$ cat config.mk
export PLATFORM = sky130hd
export DESIGN_NAME = hs_unit_skid_buf
export DESIGN_NICKNAME = d
export VERILOG_FILES = /design/src/rtl/hs_unit_skid_buf.sv
export SDC_FILE = /design/constraint.sdc
export NUM_CORES = 1
export LEC_CHECK = 0
export ABC_AREA = 1
export BUFFER_PORTS_ARGS = -buffer_cell sky130_fd_sc_hd__buf_2
export CORE_AREA = 2 2 39 41
export CTS_CLUSTER_DIAMETER = 50
export CTS_CLUSTER_SIZE = 24
export DETAILED_ROUTE_END_ITERATION = 8
export DIE_AREA = 0 0 41 43
export PLACE_DENSITY = 0.48
export SKIP_LAST_GASP = 1
export SYNTH_ARGS = -nofsm -noshare
export SYNTH_HDL_FRONTEND = slang
export SYNTH_SLANG_ARGS = --single-unit
$ cat constraint.sdc
create_clock -name clk -period 1.7 [get_ports clk]
set_input_delay 0.17 -clock clk [delete_from_list [all_inputs] [get_ports clk]]
set_output_delay 0.17 -clock clk [all_outputs]
set_load 0.05 [all_outputs]
$ cat src/rtl/hs_unit_skid_buf.sv
// Two-entry valid/ready skid buffer. The main register drives m_data and the skid register
// catches the payload that arrives while the main entry is stalled.
module hs_unit_skid_buf #(
  parameter type DATA_TYPE = logic
) (
  input  logic       clk,
  input  logic       rst_n,
  input  logic       flush,
  input  logic       s_valid,
  output logic       s_ready,
  input  DATA_TYPE   s_data,
  output logic       m_valid,
  input  logic       m_ready,
  output DATA_TYPE   m_data,
  output logic [1:0] count
);

  typedef enum logic [1:0] {
    StEmpty = 2'd0,
    StBusy  = 2'd1,
    StFull  = 2'd2
  } state_e;

  state_e   state_q, state_d;
  DATA_TYPE main_q, skid_q;
  logic     main_en, main_from_skid, skid_en;
  logic     s_fire, m_fire;

  assign s_fire = s_valid & s_ready;
  assign m_fire = m_valid & m_ready;
  assign m_data = main_q;

  always_ff @(posedge clk or negedge rst_n) begin
    if (!rst_n) begin
      state_q <= StEmpty;
    end else begin
      state_q <= state_d;
    end
  end

  always_comb begin
    state_d        = state_q;
    main_en        = 1'b0;
    main_from_skid = 1'b0;
    skid_en        = 1'b0;
    unique case (state_q)
      StEmpty: begin
        if (s_fire) begin
          state_d = StBusy;
          main_en = 1'b1;
        end
      end
      StBusy: begin
        if (s_fire && !m_fire) begin
          state_d = StFull;
          skid_en = 1'b1;
        end else if (!s_fire && m_fire) begin
          state_d = StEmpty;
        end else if (s_fire && m_fire) begin
          main_en = 1'b1;
        end
      end
      StFull: begin
        if (m_fire) begin
          state_d        = StBusy;
          main_en        = 1'b1;
          main_from_skid = 1'b1;
        end
      end
      default: state_d = StEmpty;
    endcase
    // Flush wins over everything; the payload offered in the same cycle is dropped.
    if (flush) begin
      state_d = StEmpty;
      main_en = 1'b0;
      skid_en = 1'b0;
    end
  end

  always_comb begin
    s_ready = 1'b1;
    m_valid = 1'b0;
    count   = 2'd0;
    unique case (state_q)
      StEmpty: begin
        s_ready = 1'b1;
        m_valid = 1'b0;
        count   = 2'd0;
      end
      StBusy: begin
        s_ready = 1'b1;
        m_valid = 1'b1;
        count   = 2'd1;
      end
      StFull: begin
        s_ready = 1'b0;
        m_valid = 1'b1;
        count   = 2'd2;
      end
      default: begin
        s_ready = 1'b1;
        m_valid = 1'b0;
        count   = 2'd0;
      end
    endcase
  end

  // Payload registers carry no reset; they load only when a transfer targets them.
  always_ff @(posedge clk) begin
    if (main_en) begin
      main_q <= main_from_skid ? skid_q : s_data;
    end
    if (skid_en) begin
      skid_q <= s_data;
    end
  end

endmodule
; ---- Word-level counts from Yosys, hierarchy flattened
; Index checks and enable logic that the tools add are counted.
[word_totals]
register_bits = 4
in_bits = 6
out_inout_bits = 5
elab_cells = 39
[classes]
n_eq_ne = 5
mux = 21
n_bitwise = 2
n_reduce_logical = 8
[op_table]
columns = operator, n
row1 = $mux 1, 13
row2 = $mux 2, 5
row3 = $ne 3x3->1 const B, 2
row4 = $pmux 2 s3, 1
row5 = $ne 4x4->1 const B, 1
row6 = $pmux 2 s2, 1
row7 = $logic_and 1x1->1, 3
row8 = $pmux 1 s3, 1
row9 = $reduce_and 3->1, 1
row10 = $and 1x1->1, 2
row11 = $eq 2x1->1 const B, 1
row12 = $eq 2x2->1 const B, 1
row13 = $logic_not 1->1, 2
row14 = $logic_not 2->1, 1
row15 = $reduce_or 2->1, 1

; ---- Longest topological paths before layout
[depth]
ltp_word = 10
ltp_mapped = 9
depth_no_buf = 9

; ---- Least setup slack after synthesis
; OpenSTA, ideal clock, no wires.
[synth_timing]
path_type = register -> register
startpoint = register state_q[0]
endpoint = register main_q, in the netlist m_data, enable pin
arrival_ns = 1.532
t_required_ns = 1.396
slack_ns = -0.136
path_stages_with_launch = 7
n_path_buf = 0
synth_period_minus_slack_ns = 1.836
path_cell_list = dfrtp_1 > inv_1 > ha_1 > nand2_1 > o21ai_0 > nand2_1 > a21oi_1
[synth_between]
elab_chain_cells = 10
[synth_lines]
columns = element, line_no
row1 = "start, declared", 24  ; state_e state_q, state_d;
row2 = "start signal, assigned", 35  ; state_q <= StEmpty;
row3 = "start signal, assigned", 37  ; state_q <= state_d;
row4 = $eq 2x2->1 / $eq 2x1->1 (equally long branches), 84  ; unique case (state_q)
row5 = $reduce_or 2->1 (no line) (*), -
row6 = $mux 1 (*), 84
row7 = net m_valid, 12  ; output logic m_valid,
row8 = $and 1x1->1 (*), 30  ; assign m_fire = m_valid & m_ready;
row9 = $logic_and 1x1->1, 59  ; end else if (s_fire && m_fire) begin
row10 = $mux 1, 59
row11 = $mux 1, 57  ; end else if (!s_fire && m_fire) begin
row12 = $mux 1, 54  ; if (s_fire && !m_fire) begin
row13 = $pmux 1 s3 (*), 46  ; unique case (state_q)
row14 = $mux 1 (*), 73  ; if (flush) begin
row15 = net main_en, 26  ; logic main_en, main_from_skid, skid_en;
row16 = "end signal, assigned", 111  ; main_q <= main_from_skid ? skid_q : s_data;
row17 = "end, declared", 25  ; DATA_TYPE main_q, skid_q;
; Mark *: on every way through the listed nets, which the timed path passes. The rest lies on a longest branch.
; A chain may end at the register's enable or synchronous reset.

; ---- Worst setup path in the final report
[layout_timing]
startpoint = register state_q[0]
endpoint = register main_q, in the netlist m_data, enable pin
[layout_between]
elab_chain_cells = 10
[layout_lines]
columns = element, line_no
row1 = $eq 2x2->1 / $eq 2x1->1 (equally long branches), "46, 84"
row2 = $reduce_or 2->1 (no line), -
row3 = $mux 1, 84
row4 = $and 1x1->1, 30
row5 = $logic_and 1x1->1, 59
row6 = $mux 1, 59
row7 = $mux 1, 57
row8 = $mux 1, 54
row9 = $pmux 1 s3 (*), 46
row10 = $mux 1 (*), 73
row11 = net main_en, 26
; Marked as above.

==> impl_metrics.json <==
{
  "drcViolationCount": 0,
  "clock-sinks": 4,
  "drt_iter0_drc": 6,
  "start_kind": "flip-flop",
  "root_buffer": "clkbuf_4",
  "hold_path_class": "input pin to flip-flop",
  "ios": 11,
  "outcome": "complete, no violations",
  "slew_viol_final": 0,
  "vdd_drop_max_uv": 340,
  "fp.dieH_um": 43,
  "io_buffers": 10,
  "core_um2": 1380,
  "post_drt_wl_per_cell_um": 8.85,
  "cts-htree-levels": 1,
  "synthesis.nets": 51,
  "max-slew-margin-rel_pct": 83.4,
  "vias_per_cell": 4.07,
  "dp_slack_ns": 0.156,
  "crit_type": "flip-flop to flip-flop",
  "globalRouteMet1Util_pct": 11.1,
  "ys_seq_area_share_pct": 33.5,
  "vias": 293,
  "cts.reportedPaths.clkPinSlew_ns": 0.04,
  "final_core_util_pct": 33.1,
  "synth.distinct_cells": 15,
  "ys_ff_latch": 4,
  "syn_area_um2": 329,
  "antenna_found_initial": 0,
  "initial_core_util_pct": 23.8,
  "hold_ws_ns": 0.126,
  "grt_overflow_total": 0,
  "layout_common_cells": "10 x buf_2, 8 x inv_1, 7 x nand2_1, 4 x nand2_2",
  "endpoint_kind": "flip-flop",
  "drt_pass1_iterations": 4,
  "fin_ws_ns": 0.172,
  "maxCapViolations": 0,
  "synth_top_family_by_area": "simple AND/OR/NAND/NOR gates",
  "synthXorXnorAreaFrac_pct": 0,
  "crit_required_ns": 1.64,
  "busiest_layer": "met2",
  "synth-adder-area-share_pct": 19.0,
  "fmax_ghz": 0.654,
  "synthMuxAreaShare_pct": 3.42,
  "synthCells": 40,
  "fin_crit_sh_pct": 89.9,
  "gp_congestion": 0.729,
  "rows": 14,
  "syn_to_final_growth_pct": 39.2,
  "p_per_area_nw_per_um2": 1420,
  "r2r_slack_ns": 0.17,
  "drive_gt1_share_pct": 44.6,
  "layout_commonest_cell": "buf_2",
  "die-width_um": 41,
  "fin_worst_skew_ns": 0.00637,
  "period_needed_ns": 1.53,
  "finalWirelength_um": 637,
  "path_max_fanout": 4,
  "antenna_cells": 0,
  "grt_usage_pct": 8.98,
  "cts_tree": "built",
  "ys_warn_count": 0,
  "die-area_um2": 1760,
  "cts_resized": 0,
  "grt_pass1_wl_um": 1060,
  "cp_data_arrival_time_ns": 1.47,
  "setup_tns_ns": 0,
  "p_leak_uw": 0.000253,
  "synthSimpleGateAreaFrac_pct": 29.3,
  "hold_viol": 0,
  "dp.cells": 67,
  "nNetsFinal": 68,
  "cts_buffer_depth": 2,
  "post_layout_nonfiller_instances": 72,
  "worst_pin_slew_ns": 0.250,
  "clkLatencyLatePin_ns": 0.23,
  "grt_max_degree": 5,
  "use_met2_pct": 12.5,
  "finalSetupViolations": 0,
  "dpl.hpwl_um": 552,
  "met3_usage_pct": 4.71,
  "synth_compound_area_share_pct": 4.56,
  "antenna_left": 0,
  "cts_made_buffers": 3,
  "syn_avg_cell_area_um2": 8.23,
  "rsz0062_at_grt": "no",
  "grt_pass1_vias": 290
}
-- report_power, final --
group,internal (µW),leakage [µW],switching [µW],total (µW)
clock network,88.1,0.0000150,39.5,128
logic,117,0.000193,267,384
registers,123,0.0000450,13.4,137
-- Yosys cell counts (all sizes together) --
library cell,number,area [µm²]
ha,5,62.6
nand2,11,51.3
edfxtp,2,60.1
inv,9,33.8
a21oi,2,10.0
o21ai,1,5.00
dfrtp,2,50.1
nor2,1,6.26
nand3,3,20.0
nand4,2,12.5
or2,1,6.26
mux2,1,11.3
-- path summary, 6_finish.rpt --
path | startpoint | to | depth (start not counted)
max | state_q[0] | m_data | 6
min | s_data | skid_q | 1
max reg2reg | state_q[0] | m_data | 6
min reg2reg | skid_q | m_data | 1
max in group asynchronous | rst_n | state_q[0] | 2
min in group asynchronous | rst_n | state_q[1] | 2
-- metrics by stage --
stage | power, µW | instance area (µm²)
6_report | 648 | 458
5_1_grt | 708 | 458
4_1_cts | 658 | 458
3_5_place_dp | 523 | 422
3_3_place_gp | 523 | 422
2_1_floorplan | 473 | 344
-- cells by family (layout without fill, tap and decap cells) --
group                      Yosys count  after routing
DFF                                  4              4
muxes                                1              1
buffers and inverters                9             25
adders and majority gates            5              5
and+or+nand+nor                     18             18
AOI/OAI and AO/OA                    3              3
-- cell type report --
cell class                      instances  area (µm²)
Timing Repair Buffer                   12        67.6
Fill cell                             156         926
Clock buffer                            4        26.3
Sequential cell                         4         110
Inverter                                9        33.8
Multi-Input combinational cell         27         200
Tap cell                               16        20.0
-- critical path, stage by stage (launching register included) --
cell and delay, ns:
dfrtp_1 0.39, inv_1 0.12, ha_4 0.28, nand2_1 0.10
o21ai_0 0.16, nand2_1 0.06, a21oi_1 0.13
-- repair_timing --
action	4_1_cts	5_1_grt
hold endpoints to repair	2	0
buffers inserted	0	0
hold buffers	1	0
-- metal layers --
metal  share of wire (%)  vias up
met2                  48        4
met4                   0        0
met3                 2.2        0
met1                  49      133
li1                    -      156
met5                   0        -
-- state kept, by name, summed over array words and instances (netlist names) --
signal and cells:
state_q 2, skid_q 1, m_data 1
(Power assumes the default switching activity.)
